--- src/rtl/spi_write.sv ---
// SPI write initiator: shifts an address word and then N FIFO data words out MSB first.
// spi_clk is gated off while the next data word is still on its way from the FIFO.
module spi_write #(
   parameter int REG_WIDTH = 8
) (
   input  logic                 clk,
   input  logic                 rstn,
   input  logic                 new_command,
   input  logic [7:0]           num_regs_to_write,
   input  logic [REG_WIDTH-1:0] start_write_register_addr,
   input  logic [REG_WIDTH-1:0] fifo_data,
   input  logic                 fifo_empty,
   output logic                 fifo_rd_en,
   output logic                 serial_out,
   output logic                 spi_clk,
   output logic                 busy,
   output logic                 write_one_byte_complete,
   output logic                 write_complete
);
   localparam int BW = $clog2(REG_WIDTH) + 1;
   localparam logic [BW-1:0] LAST_BIT = BW'(REG_WIDTH - 1);

   typedef enum logic [2:0] {IDLE, SEND_ADDRESS, SEND_DATA, STALL, COMPLETE} state_t;

   state_t                 state, state_nxt;
   logic                   prev_new_command;
   logic [REG_WIDTH-1:0]   shift_reg, shift_nxt;
   logic [BW-1:0]          bit_cnt, bit_cnt_nxt;
   logic [8:0]             words_sent, words_sent_nxt;
   logic [8:0]             words_requested, words_requested_nxt;
   logic [7:0]             count, count_nxt;
   logic [REG_WIDTH-1:0]   hold_reg, hold_reg_nxt;
   logic                   hold_valid, hold_valid_nxt;
   logic                   rd_pending;
   logic                   fifo_rd_en_nxt;
   logic                   serial_out_nxt;
   logic                   spi_clk_en, spi_clk_en_nxt;
   logic                   busy_nxt;
   logic                   byte_done, byte_done_nxt;
   logic                   write_complete_nxt;
   logic                   cmd_rise;

   assign cmd_rise = new_command & ~prev_new_command;
   assign spi_clk  = rstn & spi_clk_en & ~clk;

   always_comb begin
      state_nxt           = state;
      shift_nxt           = shift_reg;
      bit_cnt_nxt         = bit_cnt;
      words_sent_nxt      = words_sent;
      words_requested_nxt = words_requested;
      count_nxt           = count;
      hold_reg_nxt        = hold_reg;
      hold_valid_nxt      = hold_valid;
      fifo_rd_en_nxt      = 1'b0;
      serial_out_nxt      = serial_out;
      spi_clk_en_nxt      = 1'b0;
      busy_nxt            = busy;
      byte_done_nxt       = 1'b0;
      write_complete_nxt  = 1'b0;

      // Prefetch: a capture can only happen while hold_valid is low, so it never
      // collides with the FSM consuming hold_reg below.
      if (rd_pending) begin
         hold_reg_nxt   = fifo_data;
         hold_valid_nxt = 1'b1;
      end
      if (busy && !hold_valid && !fifo_rd_en && !rd_pending && !fifo_empty &&
          (words_requested < {1'b0, count})) begin
         fifo_rd_en_nxt      = 1'b1;
         words_requested_nxt = words_requested + 9'd1;
      end

      case (state)
         IDLE: begin
            if (cmd_rise) begin
               count_nxt           = num_regs_to_write;
               shift_nxt           = start_write_register_addr;
               bit_cnt_nxt         = '0;
               words_sent_nxt      = '0;
               words_requested_nxt = '0;
               busy_nxt            = 1'b1;
               state_nxt           = (num_regs_to_write == 8'd0) ? COMPLETE : SEND_ADDRESS;
            end
         end
         SEND_ADDRESS, SEND_DATA: begin
            serial_out_nxt = shift_reg[REG_WIDTH-1];
            spi_clk_en_nxt = 1'b1;
            shift_nxt      = shift_reg << 1;
            bit_cnt_nxt    = bit_cnt + BW'(1);
            if (bit_cnt == LAST_BIT) begin
               bit_cnt_nxt   = '0;
               byte_done_nxt = (state == SEND_DATA);
               if (state == SEND_DATA && words_sent == {1'b0, count}) begin
                  state_nxt = COMPLETE;
               end else if (hold_valid) begin
                  shift_nxt      = hold_reg;
                  hold_valid_nxt = 1'b0;
                  words_sent_nxt = words_sent + 9'd1;
                  state_nxt      = SEND_DATA;
               end else begin
                  state_nxt = STALL;
               end
            end
         end
         STALL: begin
            if (hold_valid) begin
               shift_nxt      = hold_reg;
               hold_valid_nxt = 1'b0;
               words_sent_nxt = words_sent + 9'd1;
               bit_cnt_nxt    = '0;
               state_nxt      = SEND_DATA;
            end
         end
         COMPLETE: begin
            serial_out_nxt     = 1'b0;
            write_complete_nxt = 1'b1;
            busy_nxt           = 1'b0;
            state_nxt          = IDLE;
         end
         default: state_nxt = IDLE;
      endcase
   end

   // The byte-complete strobe lags the last data bit by one cycle so it fires
   // only after that bit has been clocked out on spi_clk.
   always_ff @(posedge clk) begin
      if (!rstn) begin
         state                   <= IDLE;
         prev_new_command        <= 1'b0;
         shift_reg               <= '0;
         bit_cnt                 <= '0;
         words_sent              <= '0;
         words_requested         <= '0;
         count                   <= '0;
         hold_reg                <= '0;
         hold_valid              <= 1'b0;
         rd_pending              <= 1'b0;
         fifo_rd_en              <= 1'b0;
         serial_out              <= 1'b0;
         spi_clk_en              <= 1'b0;
         busy                    <= 1'b0;
         byte_done               <= 1'b0;
         write_one_byte_complete <= 1'b0;
         write_complete          <= 1'b0;
      end else begin
         state                   <= state_nxt;
         prev_new_command        <= new_command;
         shift_reg               <= shift_nxt;
         bit_cnt                 <= bit_cnt_nxt;
         words_sent              <= words_sent_nxt;
         words_requested         <= words_requested_nxt;
         count                   <= count_nxt;
         hold_reg                <= hold_reg_nxt;
         hold_valid              <= hold_valid_nxt;
         rd_pending              <= fifo_rd_en;
         fifo_rd_en              <= fifo_rd_en_nxt;
         serial_out              <= serial_out_nxt;
         spi_clk_en              <= spi_clk_en_nxt;
         busy                    <= busy_nxt;
         byte_done               <= byte_done_nxt;
         write_one_byte_complete <= byte_done;
         write_complete          <= write_complete_nxt;
      end
   end

endmodule

--- config.mk ---
export PLATFORM = sky130hd
export DESIGN_NAME = spi_write
export DESIGN_NICKNAME = d
export VERILOG_FILES = /design/src/rtl/spi_write.sv
export SDC_FILE = /design/constraint.sdc
export NUM_CORES = 1
export LEC_CHECK = 0
export ABC_AREA = 1
export BUFFER_PORTS_ARGS = -buffer_cell sky130_fd_sc_hd__buf_4
export CAP_MARGIN = 20
export CORE_MARGIN = 4
export CORE_UTILIZATION = 60
export CTS_CLUSTER_SIZE = 25
export DETAILED_ROUTE_END_ITERATION = 7
export PLACE_DENSITY = 0.86
export SLEW_MARGIN = 40
export SYNTH_ARGS = -nofsm -noshare
export SYNTH_HDL_FRONTEND = slang
export SYNTH_SLANG_ARGS = --single-unit
export TNS_END_PERCENT = 10
--- constraint.sdc ---
create_clock -name clk -period 3.46 [get_ports clk]
set_clock_uncertainty 0.1 [all_clocks]
set_input_delay 0.692 -clock clk [delete_from_list [all_inputs] [get_ports clk]]
set_output_delay 0.692 -clock clk [all_outputs]
set_load 0.02 [all_outputs]
==> impl_metrics.ini <==
[place]
routabilityCongestion = 0.851
post-dp-hpwl_um = 5510
portBuffers = 33

[floorplan]
die_x_um = 81.1
fp-row-count = 26
initial_core_util_pct = 62.4
fp.dieH_um = 81.1
io_pins = 34
coreArea_mm2 = 0.00514
dieArea_mm2 = 0.00658

[final_layout]
multi_input_area_mm2 = 0.00168
final_common_cell = nand2_1
drive_gt1_share_pct = 16.0
syn_to_final_growth_pct = 17.6
seq_area_mm2 = 0.00118
nets = 552
final_cell_mix = nand2_1, inv_1, dfxtp_1, nor2_1, a21oi_1
reg_top3 = words_requested: 9 flops, words_sent: 9 flops
fillers = 448
antenna_cells = 0

[status]
status = complete, no violations

[global_route]
antenna_found_initial = 0
grt_util_all_layers_pct = 27.0
grt_max_degree = 23
grt_pass1_wl_um = 13600
overflow = 0
grt_pass1_vias = 3183

[routing]
drtIter0Drc = 176
postRouteAntennaNets = 0
wl_um = 7840
vias = 3187
drc = 0
via_per_inst = 5.41
first_pass_iters = 6
wl_per_cell_um = 13.3

[logic_synthesis]
ys_ff_latch = 59
ys.flop_type = dfxtp_1
synthDistinctLibCells = 38
netlist_area_mm2 = 0.00321
synth_warnings = 0
synth.avg_cell_area_um2 = 6.73
synth-async-reset-ratio_pct = 0
synthesis.nets = 515
synth_edf_count = 0
syn_inst = 477
ys_seq_area_share_pct = 36.8

[clocking]
clkLatencyLatePin_ns = 0.44
cts-resized-gates = 0
post_cts_buffers = 0
cts_hold_buf = 0
cts.clk_slew.worst_paths_ns = 0.07
cts_tree = yes

[timing]
hold_viol_final = 0
grt_setup_unrepaired = no
whs_ns = 0.316
slew_viol_final = 0
tightest_slew_ns = 0.579
slew_headroom_pct = 61.4
setup_violations = 0
tns_ns = 0

[worst_setup_path]
crit_required_ns = 2.67
crit_fanout = 2
start_kind = clock port
arrival_ns = 2.19
cp-end-kind = primary output
crit_type = clk2out

[power]
ir_worst_vdd_v = 0.000357
p_leak_uw = 0.00174
powerDensity_mw_per_mm2 = 668
finalPower_uw = 2520

[job]
cap_violations = 0

[worst_hold_path]
hold_class = reg2reg
## synth_stat cells, types with 3 or more instances
library cell	instances	area (um2)
nand2_1	110	413
inv_1	64	240
dfxtp_1	59	1180
nor2_1	52	195
a21oi_1	40	200
nand3_1	30	150
o21ai_0	30	150
ha_1	10	125
inv_2	10	37.5
o22ai_1	8	50.1
nand4_1	7	43.8
clkbuf_1	5	18.8
nor3_1	5	25.0
xor2_1	5	43.8
buf_2	4	20.0
clkinv_1	3	11.3
nand2_2	3	18.8
nand3_2	3	30.0
nor2_4	3	33.8
## cells by family after synthesis
group | count (synthesis) | synth area share (%)
AND/OR/NAND/NOR | 226 | 31.9
buffers and inverters | 88 | 10.9
AO/OA/AOI/OAI | 87 | 14.6
flip-flops | 59 | 36.8
adder cells (fa/ha/maj) | 10 | 3.90
XOR/XNOR | 7 | 1.91
## layer usage
layer	track usage (%)	vias to the layer above	wire [um]
li1	-	1610	-
met1	30.3	1442	3220
met2	45.2	100	3860
met3	6.76	35	375
met4	17.4	0	382
met5	0	-	0
## critical path: stages
cell	delay [ns]
clkbuf_8	0.11
clkbuf_8	0.11
nor2_1	0.09
buf_4	0.14
## report_power, final
part / switching (uW) / total, uW / internal [uW]
Combinational: 548 / 806 / 258
Sequential: 77.2 / 861 / 784
Clock: 300 / 856 / 556
Total: 925 / 2520 / 1600
## metrics by stage
stage	cells	worst slack, ns	area [um2]	utilization (%)
after CTS	589	0.471	3770	73.4
after global placement	570	0.723	3490	67.9
final	589	0.480	3770	73.4
after floorplan	477	0.645	3210	-
after global routing	589	0.433	3770	73.4
after detailed placement	570	0.723	3490	67.9
## path summary, 6_finish.rpt
check                startpoint                      end  slack (ns)  depth (start not counted)
hold reg to reg       byte_done  write_one_byte_complete        0.32                          2
setup reg to reg  words_sent[1]             shift_reg[1]        1.36                         13
setup / recovery            clk                  spi_clk        0.48                          4
hold / removal        byte_done  write_one_byte_complete        0.32                          2
## cell type report
type / instances / share of cell area, %
Clock buffer: 14 / 4.68
Tap cell: 70 / 2.32
Sequential cell: 59 / 31.3
Multi-Input combinational cell: 330 / 44.5
Clock inverter: 6 / 3.02
Timing Repair Buffer: 33 / 6.56
Inverter: 77 / 7.66
Power figures use the tool's default switching activity.
